### config.mk
export PLATFORM = sky130hd
export DESIGN_NAME = cfa_frame_writer
export DESIGN_NICKNAME = d
export VERILOG_FILES = /design/src/rtl/cfa_frame_writer.sv
export SDC_FILE = /design/constraint.sdc
export NUM_CORES = 1
export LEC_CHECK = 0
export ABC_AREA = 1
export CORE_MARGIN = 5
export CORE_UTILIZATION = 56
export CTS_CLUSTER_SIZE = 14
export DETAILED_ROUTE_END_ITERATION = 12
export PLACE_DENSITY = 0.89
export SYNTH_ARGS = -nofsm -noshare
export SYNTH_HDL_FRONTEND = slang
export SYNTH_SLANG_ARGS = --single-unit
### constraint.sdc
create_clock -name clk -period 3.4 [get_ports clk]
set_input_delay 0.34 -clock clk [delete_from_list [all_inputs] [get_ports clk]]
set_output_delay 0.34 -clock clk [all_outputs]
set_load 0.02 [all_outputs]
### src/rtl/cfa_frame_writer.sv
// CFA output frame writer: buffers convolved pixels in a small FIFO and
// emits them as one raster-ordered, addressed frame with row/col tags.
module cfa_frame_writer #(
    parameter int DATA_W     = 20,
    parameter int IMG_W      = 8,
    parameter int IMG_H      = 8,
    parameter int FIFO_DEPTH = 4,
    parameter int ADDR_W     = 16
) (
    input  logic              clk,
    input  logic              rst_n,
    input  logic              start,
    input  logic              in_valid,
    input  logic [DATA_W-1:0] in_data,
    output logic              in_ready,
    output logic              out_valid,
    input  logic              out_ready,
    output logic [DATA_W-1:0] out_data,
    output logic [ADDR_W-1:0] out_addr,
    output logic [ADDR_W-1:0] out_row,
    output logic [ADDR_W-1:0] out_col,
    output logic              out_last,
    output logic              busy,
    output logic              done
);

    localparam int TOTAL_I = IMG_W * IMG_H;
    localparam int PW      = $clog2(FIFO_DEPTH);

    // in_cnt carries one extra bit so it can hold TOTAL itself
    localparam logic [ADDR_W:0]   TOTAL    = (ADDR_W+1)'(TOTAL_I);
    localparam logic [ADDR_W:0]   IN_LAST  = (ADDR_W+1)'(TOTAL_I - 1);
    localparam logic [ADDR_W-1:0] OUT_LAST = ADDR_W'(TOTAL_I - 1);
    localparam logic [ADDR_W-1:0] COL_LAST = ADDR_W'(IMG_W - 1);
    localparam logic [PW:0]       DEPTH    = (PW+1)'(FIFO_DEPTH);

    typedef enum logic [1:0] {
        S_IDLE,
        S_RUN,
        S_DRAIN,
        S_DONE
    } state_t;

    state_t state, state_nxt;
    logic   clr;

    logic [DATA_W-1:0] mem [FIFO_DEPTH];
    logic [PW-1:0]     wr_ptr, rd_ptr;
    logic [PW:0]       count;

    logic [ADDR_W:0]   in_cnt;
    logic [ADDR_W-1:0] out_cnt, row, col;

    logic push, pop;

    assign in_ready  = (state == S_RUN) && (in_cnt < TOTAL) && (count < DEPTH);
    assign out_valid = (count != '0);
    assign push      = in_valid && in_ready;
    assign pop       = out_valid && out_ready;

    assign out_data = out_valid ? mem[rd_ptr] : '0;
    assign out_addr = out_cnt;
    assign out_row  = row;
    assign out_col  = col;
    assign out_last = out_valid && (out_cnt == OUT_LAST);
    assign busy     = (state != S_IDLE);
    assign done     = (state == S_DONE);

    always_ff @(posedge clk or negedge rst_n) begin
        if (!rst_n) state <= S_IDLE;
        else        state <= state_nxt;
    end

    always_comb begin
        state_nxt = state;
        clr       = 1'b0;
        unique case (state)
            S_IDLE: begin
                if (start) begin
                    state_nxt = S_RUN;
                    clr       = 1'b1;
                end
            end
            S_RUN: begin
                if (push && (in_cnt == IN_LAST)) state_nxt = S_DRAIN;
            end
            S_DRAIN: begin
                if (pop && (out_cnt == OUT_LAST)) state_nxt = S_DONE;
            end
            S_DONE: begin
                state_nxt = S_IDLE;
                clr       = 1'b1;
            end
            default: state_nxt = S_IDLE;
        endcase
    end

    // Storage needs no reset: out_data is masked while the FIFO is empty
    always_ff @(posedge clk) begin
        if (push) mem[wr_ptr] <= in_data;
    end

    always_ff @(posedge clk or negedge rst_n) begin
        if (!rst_n) begin
            wr_ptr <= '0;
            rd_ptr <= '0;
            count  <= '0;
        end else begin
            if (push) wr_ptr <= wr_ptr + 1'b1;
            if (pop)  rd_ptr <= rd_ptr + 1'b1;
            unique case ({push, pop})
                2'b10:   count <= count + 1'b1;
                2'b01:   count <= count - 1'b1;
                default: count <= count;
            endcase
        end
    end

    always_ff @(posedge clk or negedge rst_n) begin
        if (!rst_n) begin
            in_cnt  <= '0;
            out_cnt <= '0;
            row     <= '0;
            col     <= '0;
        end else if (clr) begin
            in_cnt  <= '0;
            out_cnt <= '0;
            row     <= '0;
            col     <= '0;
        end else begin
            if (push) in_cnt <= in_cnt + 1'b1;
            if (pop) begin
                out_cnt <= out_cnt + 1'b1;
                if (col == COL_LAST) begin
                    col <= '0;
                    row <= row + 1'b1;
                end else begin
                    col <= col + 1'b1;
                end
            end
        end
    end

endmodule

# Yosys cells after proc, flatten, opt, wreduce, memory -nomap -nowiden
# Memories as Yosys holds them, arrays and structs flattened.
# Cells that the tools add are included.
[classes]
addsub = 8
order_cmp = 2
eq_ne = 11
mux = 20
n_reduce_logical = 16
[op_table]
columns = ["operator", "n"]
rows = [
  ["two-way mux 16 bit", 8],
  ["adder 16 x 1 -> 16 bit (second input constant)", 3],
  ["two-way mux 17 bit", 2],
  ["two-way mux 20 bit", 1],
  ["adder 17 x 1 -> 17 bit (second input constant)", 1],
  ["equality test 17 x 6 -> 1 bit (second input constant)", 1],
  ["less-than comparator 17 x 7 -> 1 bit (second input constant)", 1],
  ["equality test 16 x 3 -> 1 bit (second input constant)", 1],
  ["equality test 16 x 6 -> 1 bit (second input constant)", 1],
  ["nonzero test 2 bit", 5],
  ["one-hot mux 2 bit (4 select lines)", 1],
  ["logical AND 1 bit", 7],
  ["equality test 2 bit (second input constant)", 3],
  ["two-way mux 2 bit", 3],
  ["one-hot mux 3 bit (2 select lines)", 1],
  ["adder 2 x 1 -> 2 bit (second input constant)", 2],
  ["equality test 2 x 1 -> 1 bit (second input constant)", 2],
  ["inequality test 2 bit (second input constant)", 2],
  ["adder 3 x 1 -> 3 bit (second input constant)", 1],
  ["less-than comparator 3 bit (second input constant)", 1],
  ["two-way mux 1 bit", 3],
  ["AND reduction 3 bit", 1],
  ["nonzero test 3 bit", 1],
  ["subtractor 3 x 1 -> 3 bit (second input constant)", 1],
  ["other kinds (4)", 4],
]
[word_totals]
regBits = 74
ram_bits = 80
out_inout_bits = 73
wordCells = 66
mem_count = 1
[memory_table]
columns = ["memory", "depth", "width", "read_ports", "rd_clocked_by_memory_dff", "write_ports", "line", "text"]
rows = [
  ["mem", 4, 20, 1, 0, 1, "47", "logic [DATA_W-1:0] mem [FIFO_DEPTH];"],
]

# Depth between registers and ports, before layout
# Gate-level depths: netlist of run 1.
[logic_depth]
ltp_word = 7
depth_mapped = 12
mapped_depth_nobuf = 12

# Worst setup path after synthesis of run 1
# No wires, ideal clock.
[synth_timing]
kind = "register -> register"
startpoint = "reg state[1]"
endpoint = "mem mem[0][0], enable pin"
setup_time_ns = 0.397
arrival_ns = 2.396
required_time_ns = 3.003
path_slack_ns = 0.607
stages_incl_launch_ff = 7
n_path_buf = 0
period_less_slack_ns = 2.793
path_cell_list = "dfrtp_1 -> inv_1 -> ha_1 -> nand2_1 -> nor4_2 -> nand2_1 -> nor2_1"
[synth_via]
elab_chain_cells = 6
[synth_lines]
columns = ["item", "line", "text"]
rows = [
  ["from (decl)", "44", "state_t state, state_nxt;"],
  ["from (signal assigned)", "71", "else state <= state_nxt;"],
  ["equality test 2 x 1 -> 1 bit", "56", "assign in_ready = (state == S_RUN) && (in_cnt < TOTAL) && (count < DEPTH);"],
  ["logical AND 1 bit (2 in series)", "56", ""],
  ["net in_ready", "15", "output logic in_ready,"],
  ["logical AND 1 bit", "58", "assign push = in_valid && in_ready;"],
  ["two-way mux 1 bit", "100", "if (push) mem[wr_ptr] <= in_data;"],
  ["two-way mux 1 bit (not written as such)", "100", ""],
  ["to (decl)", "47", ""],
]
# The timed path passes the listed nets, and every way through them passes these cells.

# Worst setup path in the final report of run 1
[layout_timing]
startpoint = "reg rd_ptr[1]"
endpoint = "out out_data[3]"
[layout_via]
elab_chain_cells = 2
[layout_lines]
columns = ["item", "line", "text"]
rows = [
  ["from (decl)", "48", "logic [PW-1:0] wr_ptr, rd_ptr;"],
  ["from (signal assigned)", "110", "if (pop) rd_ptr <= rd_ptr + 1'b1;"],
  ["memory read (4 x 20 bit)", "--", ""],
  ["two-way mux 20 bit", "61", "assign out_data = out_valid ? mem[rd_ptr] : '0;"],
  ["to (decl)", "18", "output logic [DATA_W-1:0] out_data,"],
]
# No other way between the ends.

==> results of run 1 <==
==> metal layers <==
| layer | vias up | share of wire [%] | GRT usage (%) |
|---|---|---|---|
| li1 | 2883 | - | - |
| met1 | 2832 | 43 | 28.4 |
| met2 | 182 | 49 | 35.0 |
| met3 | 25 | 6.9 | 5.67 |
| met4 | 0 | 1.9 | 8.08 |
| met5 | - | 0 | 0 |
==> final cells by class <==
cell class / count / area, um2 / area share (%)
clock buffer: 20 / 437 / 4.75
timing repair buffer: 103 / 1010 / 11.0
tap: 176 / 220 / 2.39
sequential: 154 / 4250 / 46.3
multi-input combinational: 549 / 2840 / 30.9
clock inverter: 12 / 125 / 1.36
inverter: 81 / 309 / 3.36
==> worst max-delay path by stage <==
stage                               start                   to  slack, ns
finish              rd_ptr[1]$_DFFE_PN0P_          out_data[3]       0.53
global route        rd_ptr[1]$_DFFE_PN0P_          out_data[3]       0.34
CTS                 rd_ptr[1]$_DFFE_PN0P_         out_data[11]       0.52
detailed placement  rd_ptr[1]$_DFFE_PN0P_         out_data[11]       0.98
global placement    rd_ptr[1]$_DFFE_PN0P_         out_data[13]       1.07
floorplan            state[1]$_DFFE_PN0P_  mem[0][0]$_DFFE_PP_       0.61
==> flip-flops by register name, summed over array words and instances (netlist names) <==
register  flops
mem          80
in_cnt       17
out_addr     16
out_col      16
out_row      16
count         3
rd_ptr        2
state         2
wr_ptr        2
==> Yosys cell counts (2+ instances only) <==
cell      count
nor2_1      164
nand2_1     125
edfxtp_1     80
dfrtp_1      74
inv_1        71
o21ai_0      49
nand3_1      36
a21oi_1      33
nand4_1      25
o21ai_1      16
ha_1         14
nor3_1       14
clkbuf_1     12
xor2_1       12
inv_2         9
nand2_2       9
buf_2         7
o21ai_2       6
nand3_2       5
nor3_2        5
buf_6         4
nor2_2        4
nand2_4       3
o21bai_1      3
o31ai_1       3
or2_2         3
xnor2_1       3
a21oi_2       2
nand2_8       2
nor2_4        2
nor3_4        2
==> cells by family (layout without fill, tap and decap cells) <==
kind of cell	count (synthesis)	after routing	share of synthesized area, %
simple gates	406	406	25.0
flops	154	154	56.2
compound gates	113	113	8.22
buf+inv	107	216	6.25
fa+ha+maj	15	15	2.58
xor+xnor	15	15	1.74
==> critical path: stages, from the launching register on <==
cell and delay [ns]:
dfrtp_1 0.32, buf_4 0.26, inv_1 0.38, nor2_1 0.22, o21ai_0 0.11, a21oi_1 0.18, clkdlybuf4s50_1 0.64
==> where the power goes <==
group          switching [mW]  total, mW  internal [mW]
registers               0.220       2.43           2.21
logic                    1.93       3.07           1.14
clock network           0.724       1.80           1.07
total                    2.88       7.30           4.42
==> per-stage QoR <==
step	power [mW]	hold slack (ns)	instances	utilization (%)	cell area, um2
2_1_floorplan	4.48	0.0444	810	-	7570
3_3_place_gp	5.43	0.469	1063	65.2	8640
3_5_place_dp	5.52	0.480	1063	65.2	8640
4_1_cts	7.33	0.0874	1095	69.5	9200
5_1_grt	7.72	0.137	1095	69.5	9200
6_report	7.30	0.0438	1095	69.5	9200
==> results.yml, run 1 <==
sta:
  rsz0062_at_grt: "no"
  period_needed_ns: 2.87
  max_freq_mhz: 349
  worst_slack_ns: 0.532
  setup_viol: 0
  maxSlewHeadroom_pct: 37.6
  tns_ns: 0
  hold_viol_final: 0
  fin_skew_ns: 0.00628
  post-route-period-util_pct: 84.3
  final-max-slew-violation-count: 0
  tightest_slew_ns: 0.936
synthesis:
  synth_top_flop_cell: "edfxtp_1"
  avgSynthCellArea_um2: 9.34
  synth_edf_count: 80
  ys_types: 44
  synth.top_cells.by_area: "edfxtp_1 (32%), dfrtp_1 (24%), nor2_1 (8.1%)"
  ys_ff_latch: 154
  syn_area_um2: 7570
  synthCells: 810
  yosys.area.top_type_share_pct: 31.8
  yosysTopAreaCell: "edfxtp_1"
  synthArstFlopShare_pct: 48.1
  synth_nets: 850
  ys_seq_area_share_pct: 56.2
  yosys_warnings: 0
worst_setup_path:
  reg2regPathDepth: 9
  cp.required_ns: 3.06
  crit_type: "flip-flop to output pin"
  reg2reg_slack_ns: 1.03
  r2r_start: "state[1]$_DFFE_PN0P_"
  worst_ep_arrival_time_ns: 2.53
  reg2reg_to: "count[1]$_DFFE_PN0P_"
  worstSetupStartpointType: "flip-flop"
  end_kind: "output pin"
  crit_fanout: 22
final_layout:
  diodes: 0
  nets: 946
  fill_cells: 993
  final_common_cell: "nor2_1"
  drive_gt1_share_pct: 10.0
  area_growth_syn_to_layout_pct: 21.6
  final_cell_mix: "nor2_1 (164), nand2_1 (125), clkdlybuf4s50_1 (96), edfxtp_1 (80), dfrtp_1 (74)"
outcome:
  status: "complete, no violations"
place:
  dp_hpwl_um: 11100
  dpl_worst_slack_ns: 0.978
  place_congestion: 0.883
  io_buffers: 97
routing:
  drc_errors: 0
  drt_iter0_markers: 620
  firstDrtPassIters: 4
  wire_per_inst_um: 15.4
  postRouteAntennaNets: 0
  vias: 5922
  drt_wl_total_um: 16900
  viasPerCell: 5.41
flow_run:
  max_cap_viol_count: 0
pwr:
  p_per_area_nw_per_um2: 794
  ir_worst_vdd_v: 0.000451
  p_leak_nw: 3.69
global_route:
  antenna_found_initial: 0
  grt-ovfl-total: 0
  grt_pass1_vias: 5768
  grt_max_degree: 75
  grtUsageTotal_pct: 21.7
  grt_first_pass_wirelength_um: 27800
clock_tree:
  clk_path_buf_depth: 2
  cts_setup_buffers: 0
  clk_latency_ns: 0.42
  cts_tree: "yes"
  clkTransAtPathRegs_ns: 0.06
  cts_root_buf: "clkbuf_16"
  htree_levels: 4
  cts_resized: 0
  numCtsBuffers: 17
  clkSinkCount: 154
  hold_buffers: 0
die:
  start_util_pct: 57.1
  die_w_um: 126
  die_h_um: 126
  die_area_um2: 15900
  fp-row-count: 42
  ioPinCount: 98
  core_um2: 13200
min_path:
  hold_class: "primary input to asynchronous set/reset pin"
Power figures use the tool's default switching activity.
==> run 2: changes to the inputs <==
- clock period: 3.4 -> 3 ns (I/O delays scaled with it)
==> run 2 against run 1 <==
The flow now finishes with violations (hold timing). Sequential power is 14% higher. First-iteration DRC count is 1.5% lower. Largest power group unchanged. Critical endpoint is now out_last. Non-clock buffer count is 2 higher. Global-route usage is 1.3 points higher. Register-to-register slack worse by 0.40 ns.
==> results.yml, run 2 (synthesis results as in run 1) <==
outcome:
  status: "complete, but fails checks"
  violations: "hold timing"
global_route:
  grt-ovfl-total: 0
  grt_first_pass_wirelength_um: 29200
  grt_max_degree: 75
  grt_pass1_vias: 5963
  antenna_found_initial: 0
  grtUsageTotal_pct: 23.0
pwr:
  power.internal_mw: 5.09
  clockPowerShare_pct: 26.0
  seq_power_share_pct: 32.5
  p_per_area_nw_per_um2: 920
  p_switching_mw: 3.43
  pwr-share-comb_pct: 41.6
  p_sw_share_pct: 40.2
  ir_worst_vdd_v: 0.000648
  p_leak_nw: 3.75
place:
  io_buffers: 97
  dp_hpwl_um: 11300
  dpl_worst_slack_ns: 0.635
  place_congestion: 0.874
sta:
  fin_skew_ns: 0.0111
  max_freq_mhz: 357
  final-max-slew-violation-count: 0
  post-route-period-util_pct: 93.3
  maxSlewHeadroom_pct: 37.8
  rsz0062_at_grt: "no"
  holdWs_ns: -0.00537
  worst_slack_ns: 0.200
  period_needed_ns: 2.80
  tightest_slew_ns: 0.932
  tns_ns: 0
  hold_viol_final: 4
  setup_viol: 0
final_layout:
  area_growth_syn_to_layout_pct: 22.5
  largest_reg_flops: 80
  nets: 948
  final_cell_mix: "nor2_1 (164), nand2_1 (125), clkdlybuf4s50_1 (96), edfxtp_1 (80), dfrtp_1 (74)"
  fill_cells: 938
  diodes: 0
  biggestRegsByFlops: "mem x80, in_cnt x17"
  regMostFlops: "mem"
  final_common_cell: "nor2_1"
  drive_gt1_share_pct: 10.7
routing:
  drc_errors: 0
  postRouteAntennaNets: 0
  vias: 6015
  drt_iter0_markers: 611
  viasPerCell: 5.48
  firstDrtPassIters: 5
  drt_wl_total_um: 17800
  wire_per_inst_um: 16.2
clock_tree:
  cts_resized: 0
  clk_latency_ns: 0.43
  clkSinkCount: 154
  hold_buffers: 0
  clk_path_buf_depth: 2
  htree_levels: 4
  cts_tree: "yes"
  cts_setup_buffers: 0
  numCtsBuffers: 17
  clkTransAtPathRegs_ns: 0.07
  cts_root_buf: "clkbuf_16"
die:
  start_util_pct: 57.1
  die_h_um: 126
  fp-row-count: 42
  ioPinCount: 98
  die_w_um: 126
  die_area_um2: 15900
  core_um2: 13200
min_path:
  hold_class: "primary input to asynchronous set/reset pin"
worst_setup_path:
  cp.required_ns: 2.70
  reg2regPathDepth: 9
  r2r_start: "state[1]$_DFFE_PN0P_"
  crit_type: "flip-flop to output pin"
  crit_fanout: 5
  reg2reg_to: "count[1]$_DFFE_PN0P_"
  worst_ep_arrival_time_ns: 2.50
  max_stage_delay_ns: 0.68
  slowest_stage: "clkdlybuf4s50_1"
  critPathCapture: "out_last"
  path_cells: "ha_1 -> nand3_2 -> nor2_4 -> inv_2 -> nor4_1 -> clkdlybuf4s50_1"
  worstSetupStartpointType: "flip-flop"
  crit_start: "out_addr[0]$_DFFE_PN0P_"
  reg2reg_slack_ns: 0.63
  end_kind: "output pin"
flow_run:
  max_cap_viol_count: 0
## run 2: cell types whose count changed in the layout (fill, tap and decap cells not counted), sizes merged
cell / previous run / this run
inv: 82 / 89
clkinvlp: 4 / 0
clkbuf: 20 / 18
clkinv: 5 / 4
buf: 7 / 9
## run 2: per-layer routing
layer,wire length (um),up-vias,share of wire [%],global-route usage (%)
li1,-,2887,-,-
met1,7330,2857,41,29.6
met2,8720,242,49,38.2
met3,1440,29,8.1,6.44
met4,316,0,1.8,6.94
met5,0,-,0,0
## run 2: cell type report
cell class,instances,area (um2),area share [%]
flip-flops and latches,154,4250,45.9
multi-input cells,549,2840,30.6
repair buffers,105,1030,11.1
clock buffers,18,439,4.74
inverters,81,309,3.34
well taps,176,220,2.38
clock inverters,14,176,1.90
## run 2: through the flow
step | power [mW] | utilization [%] | hold slack [ns] | instances | area, um2
final | 8.52 | 70.0 | -0.00537 | 1097 | 9270
after global routing | 9.01 | 70.0 | 0.0731 | 1097 | 9270
after CTS | 8.55 | 70.0 | 0.0369 | 1097 | 9270
after detailed placement | 6.31 | 65.3 | 0.483 | 1065 | 8650
after global placement | 6.19 | 65.3 | 0.470 | 1065 | 8650
after floorplan | 5.08 | - | 0.00441 | 810 | 7570
## run 2: worst min path at each step
stage,start,end,slack (ns),depth (start not counted)
floorplan,rst_n,count[0]$_DFFE_PN0P_,0.004,0
global placement,in_cnt[13]$_DFFE_PN0P_,in_cnt[13]$_DFFE_PN0P_,0.47,2
detailed placement,count[0]$_DFFE_PN0P_,count[0]$_DFFE_PN0P_,0.48,1
CTS,rst_n,out_row[0]$_DFFE_PN0P_,0.04,1
global route,rst_n,out_col[10]$_DFFE_PN0P_,0.07,1
finish,rst_n,out_col[15]$_DFFE_PN0P_,-0.005,1
## run 2: critical path: cells and delay by family (launching register included)
kind	cells	cell delay, ns
flip-flops	1	0.42
buffers and inverters	2	0.76
adder cells (fa/ha/maj)	1	0.23
AND/OR/NAND/NOR	3	0.65
## run 2: power by group through the flow
stage	clock, mW	sequential [mW]	combinational, mW
after floorplan	0	2.89	2.19
after detailed placement	0	2.79	3.52
final	2.21	2.77	3.54
after CTS	2.23	2.76	3.56
after global routing	2.35	2.80	3.86
after global placement	0	2.78	3.42
==> run 3: changes to the inputs <==
- PLACE_DENSITY: 0.89 -> 0.81
==> run 3 against run 2 <==
The run now ends clean. Non-clock buffer count unchanged. Fmax increased by 3.7%. Critical endpoint unchanged. Design area decreased by 0.77%. Die area did not move.
==> results.yml, run 3 (synthesis results as in run 1) <==
outcome:
  status: "complete, no violations"
clock_tree:
  cts_setup_buffers: 0
  cts_resized: 0
  numCtsBuffers: 17
  clk_latency_ns: 0.42
  cts_root_buf: "clkbuf_16"
  hold_buffers: 0
  clkTransAtPathRegs_ns: 0.06
  htree_levels: 4
  cts_tree: "yes"
  clkSinkCount: 154
  clk_path_buf_depth: 2
place:
  dp_cells: 1065
  dp_hpwl_um: 10800
  place_congestion: 0.864
  io_buffers: 97
sta:
  holdWs_ns: 0.00693
  tns_ns: 0
  final-max-slew-violation-count: 0
  period_needed_ns: 2.70
  maxSlewHeadroom_pct: 38.2
  max_freq_mhz: 371
  fin_skew_ns: 0.00612
  hold_viol_final: 0
  rsz0062_at_grt: "no"
  setup_viol: 0
  post-route-period-util_pct: 90.0
  tightest_slew_ns: 0.927
final_layout:
  biggestRegsByFlops: "mem x80, in_cnt x17"
  seqCellArea_um2: 4250
  final_common_cell: "nor2_1"
  drive_gt1_share_pct: 10.6
  nets: 948
  area_growth_syn_to_layout_pct: 21.5
  regMostFlops: "mem"
  fill_cells: 1005
  utilization_pct: 69.4
  multi_input_area_um2: 2840
  final_cells: 1097
  final_cell_mix: "nor2_1 (164), nand2_1 (125), clkdlybuf4s50_1 (96), edfxtp_1 (80), dfrtp_1 (74)"
  largest_reg_flops: 80
  diodes: 0
routing:
  vias: 5825
  drt_iter0_markers: 460
  drc_errors: 0
  viasPerCell: 5.31
  firstDrtPassIters: 5
  postRouteAntennaNets: 0
  wire_per_inst_um: 14.8
  drt_wl_total_um: 16200
global_route:
  grt-ovfl-total: 0
  grt_max_degree: 75
  grt_first_pass_wirelength_um: 26500
  antenna_found_initial: 0
  grt_pass1_vias: 5634
  grtUsageTotal_pct: 20.8
worst_setup_path:
  crit_type: "flip-flop to output pin"
  reg2regPathDepth: 9
  cp.required_ns: 2.70
  worstSetupStartpointType: "flip-flop"
  crit_fanout: 5
  end_kind: "output pin"
  worst_ep_arrival_time_ns: 2.40
die:
  die_area_um2: 15900
  ioPinCount: 98
  fp-row-count: 42
  core_um2: 13200
  start_util_pct: 57.1
  die_w_um: 126
  die_h_um: 126
min_path:
  hold_class: "primary input to asynchronous set/reset pin"
pwr:
  p_leak_nw: 3.71
  p_per_area_nw_per_um2: 890
  ir_worst_vdd_v: 0.000459
flow_run:
  max_cap_viol_count: 0
==> run 3: worst max-delay path, cell delays in order, from the launching register on <==
cell             delay [ns]
dfrtp_1                0.42
ha_1                   0.22
nand3_2                0.13
nor2_4                 0.17
inv_2                  0.08
nor4_1                 0.30
clkdlybuf4s50_1        0.67
==> run 3: final cells by class <==
cell class	instances	area share, %
Multi-Input combinational cell	549	30.9
Tap cell	176	2.39
Clock buffer	17	4.63
Inverter	81	3.36
Timing Repair Buffer	105	11.2
Sequential cell	154	46.3
Clock inverter	15	1.29
==> run 3: path summary, 6_finish.rpt <==
kind	startpoint	to	slack, ns
max	out_addr[0]$_DFFE_PN0P_	out_last	0.30
min	rst_n	out_col[11]$_DFFE_PN0P_	0.007
max reg2reg	state[1]$_DFFE_PN0P_	count[1]$_DFFE_PN0P_	0.74
min reg2reg	count[0]$_DFFE_PN0P_	count[0]$_DFFE_PN0P_	0.49
max in group asynchronous	rst_n	in_cnt[12]$_DFFE_PN0P_	2.36
min in group clk	count[0]$_DFFE_PN0P_	count[0]$_DFFE_PN0P_	0.49
==> run 3: metrics by stage <==
stage / power, mW / area (um2) / setup slack (ns)
6_report: 8.18 / 9200 / 0.301
5_1_grt: 8.68 / 9200 / 0.138
4_1_cts: 8.24 / 9200 / 0.226
3_5_place_dp: 6.29 / 8650 / 0.675
3_3_place_gp: 6.20 / 8650 / 0.647
2_1_floorplan: 5.08 / 7570 / 0.207
==> run 3: power breakdown <==
part	internal (mW)	leakage (nW)	total, mW	switching, mW
clock	1.07	0.264	1.94	0.867
sequential	2.51	1.72	2.76	0.251
combinational	1.30	1.72	3.48	2.18
total	4.88	3.71	8.18	3.30
==> run 3: metal layers <==
metal  wire length (um)  vias up  global-route usage (%)
met5                  0        -                       0
li1                   -     2897                       -
met1               7070     2749                    26.8
met3               1080       20                    6.05
met2               7860      159                    34.0
met4                202        0                    6.81
==> edit: new RTL, settings of run 2 <==
Set the parameter `FIFO_DEPTH` to 2 (it was 4).
--- a/src/rtl/cfa_frame_writer.sv
+++ b/src/rtl/cfa_frame_writer.sv
@@ -4,7 +4,7 @@
     parameter int DATA_W     = 20,
     parameter int IMG_W      = 8,
     parameter int IMG_H      = 8,
-    parameter int FIFO_DEPTH = 4,
+    parameter int FIFO_DEPTH = 2,
     parameter int ADDR_W     = 16
 ) (
     input  logic              clk,
Check against the original RTL: not equivalent (a bounded check fails within 4 cycles, from zero or initial values and one cycle with rst_n low).
==> edit against run 2 <==
  * Combinational power is 34% lower
  * Final area decreased by 26%
  * Count of clock-buffer cells in the layout down 9
  * Sequential cell count decreased by 43
  * Worst setup slack better by 150 ps
  * Hold slack improved by 420 ps
  * Routed wire length is 24% lower
  * Synthesized area is 26% lower
  * Largest cell class unchanged
  * Non-clock buffer count increased by 1
  * Highest routed layer unchanged
  * Sequential power shrank 28%
  * Power decreased by 38%
  * First-iteration DRC count is 28% lower
==> edit: results (changes against run 2) <==
Status
  – Status: complete, no violations

Setup path
  – WP data arrival: 2350 ps (-150 ps)
  – Crit path max fanout: 4 (-1)

Pwr
  – Pint: 3.06 mW (-40%)
  – Peak VDD IR: 0.417 mV (-36%)
  – Static leakage: 2.88 nW (-23%)

GRT
  – Largest net degree at the start of global routing: 30 (-60%)
  – Number of global-route vias before repair: 4,641 (-22%)
  – First-pass GRT wire length: 22,000 um (-25%)
  – Initial antenna violation count: 0 (unchanged)
  – Overall Global Routing Usage: 0.232 (+0.00221)

Drt
  – Mean routed wirelength per cell: 15.3 um (-5.8%)
  – First DRT Iteration DRCs: 441 (-28%)
  – Vias per std cell: 5.55 (+1.3%)
  – Detailed Routing Iterations Pass 1: 5 (unchanged)

Layout
  – Post-Layout Cell Count: 886 (-19%)
  – Regs by FF count: mem x40, in_cnt x17
  – Share of layout cells above drive strength 1: 0.0637 (-0.0437)
  – ANT cells: 0 (unchanged)
  – Filler cell count: 747 (-20%)
  – Nets@finish: 783 (-17%)

Clock network
  – CTS Buf Count: 9 (-8)
  – Cts repair resizes: 0 (unchanged)
  – # hold bufs at CTS: 1 (+1)
  – Clk pin slew, worst setup/hold paths: 110 ps (+40 ps)
  – Setup Buffers After CTS: 0 (unchanged)
  – H-tree levels: 3 (-1)
  – Clock latency on the worst-skew pair: 380 ps (-50 ps)
  – Clk root buf: clkbuf_8
  – Clk buf depth: 2 (unchanged)

Worst hold path
  – Hold Path Class: in2async

Synthesis
  – Post-synthesis async set-or-reset flop share: 0.640 (+0.159)
  – Yosys cell types: 36 (-18%)
  – Largest cells by area after synthesis: dfrtp_1 (32%), edfxtp_1 (22%), nand2_1 (11%)
  – Most frequent cells after synthesis: nand2_1 (157), nor2_1 (80), dfrtp_1 (71)
  – Post-synth top flop: dfrtp_1
  – EDFF count, synth: 40 (-50%)
  – Synth warn: 0 (unchanged)
  – Register area share after synthesis: 0.535 (-0.0272)
  – Post-Syn Nets: 685 (-19%)
  – Syn_area_per_cell: 8.56 um2 (-8.3%)

Timing
  – Clk_skew: 13.2 ps (+2.10 ps)
  – Hold Vio Cnt, Final: 0 (-4)
  – Max-slew headroom: 0.561 (+0.183)

Placed design
  – Placed cell count: 869 (-18%)
  – Port Buffers: 97 (unchanged)
  – Post-DP HPWL: 9880 um (-13%)
  – Routability cong.: 0.910 (+4.2%)
  – Placement Cell Area: 6650 um2 (-23%)
  – Worst slack, placed: 645 ps (+9.87 ps)
-- edit: path summary, 6_finish.rpt --
path | cells past startpoint | slack [ps] | to | startpoint
worst max register to register | 11 | 640 | count[1] | state[1]
min in group clk | 2 | 500 | in_cnt[9] | in_cnt[9]
max in group asynchronous | 3 | 1800 | out_row[8] | rst_n
worst max-delay path | 6 | 350 | out_last | out_addr[0]
worst min-delay path | 2 | 410 | out_col[15] | rst_n
worst min register to register | 2 | 500 | in_cnt[9] | in_cnt[9]
-- edit: routing by layer --
layer,vias to the layer above,track usage,wire (um)
met4,0,0.0890,305
met5,-,0,0
met1,2291,0.314,5800
li1,2338,-,-
met2,251,0.376,6380
met3,40,0.0399,1070
-- edit: cells by family after synthesis --
logic type,Yosys count,share of synthesized area
AO/OA/AOI/OAI,79,0.0771
XOR/XNOR,13,0.0205
adder cells (fa/ha/maj),10,0.0225
buffers and inverters,90,0.0672
flip-flops,111,0.535
AND/OR/NAND/NOR,347,0.278
-- edit: critical path: stages, from the launching register on --
cell and delay [ps]:
dfrtp_1 420, ha_1 190, nand3_1 180, nor2_1 270, nand4_1 180, nor2_1 110
clkdlybuf4s50_1 620
-- edit: layout make-up --
cell class                      instances  area (um2)  share of cell area
Sequential cell                       111        2980               0.434
Multi-Input combinational cell        449        2210               0.323
Timing Repair Buffer                  106        1040               0.151
Inverter                               71         267              0.0389
Tap cell                              133         166              0.0243
Clock buffer                            9         124              0.0181
Clock inverter                          7        71.3              0.0104
-- edit: power by group through the flow --
stage	Combinational (mW)	Sequential (mW)	Clock [mW]
after floorplan	1.38	2.09	0
after global placement	2.26	2.01	0
after detailed placement	2.35	2.02	0
after CTS	2.35	1.99	0.911
after global routing	2.57	2.02	0.970
final	2.35	2.00	0.898
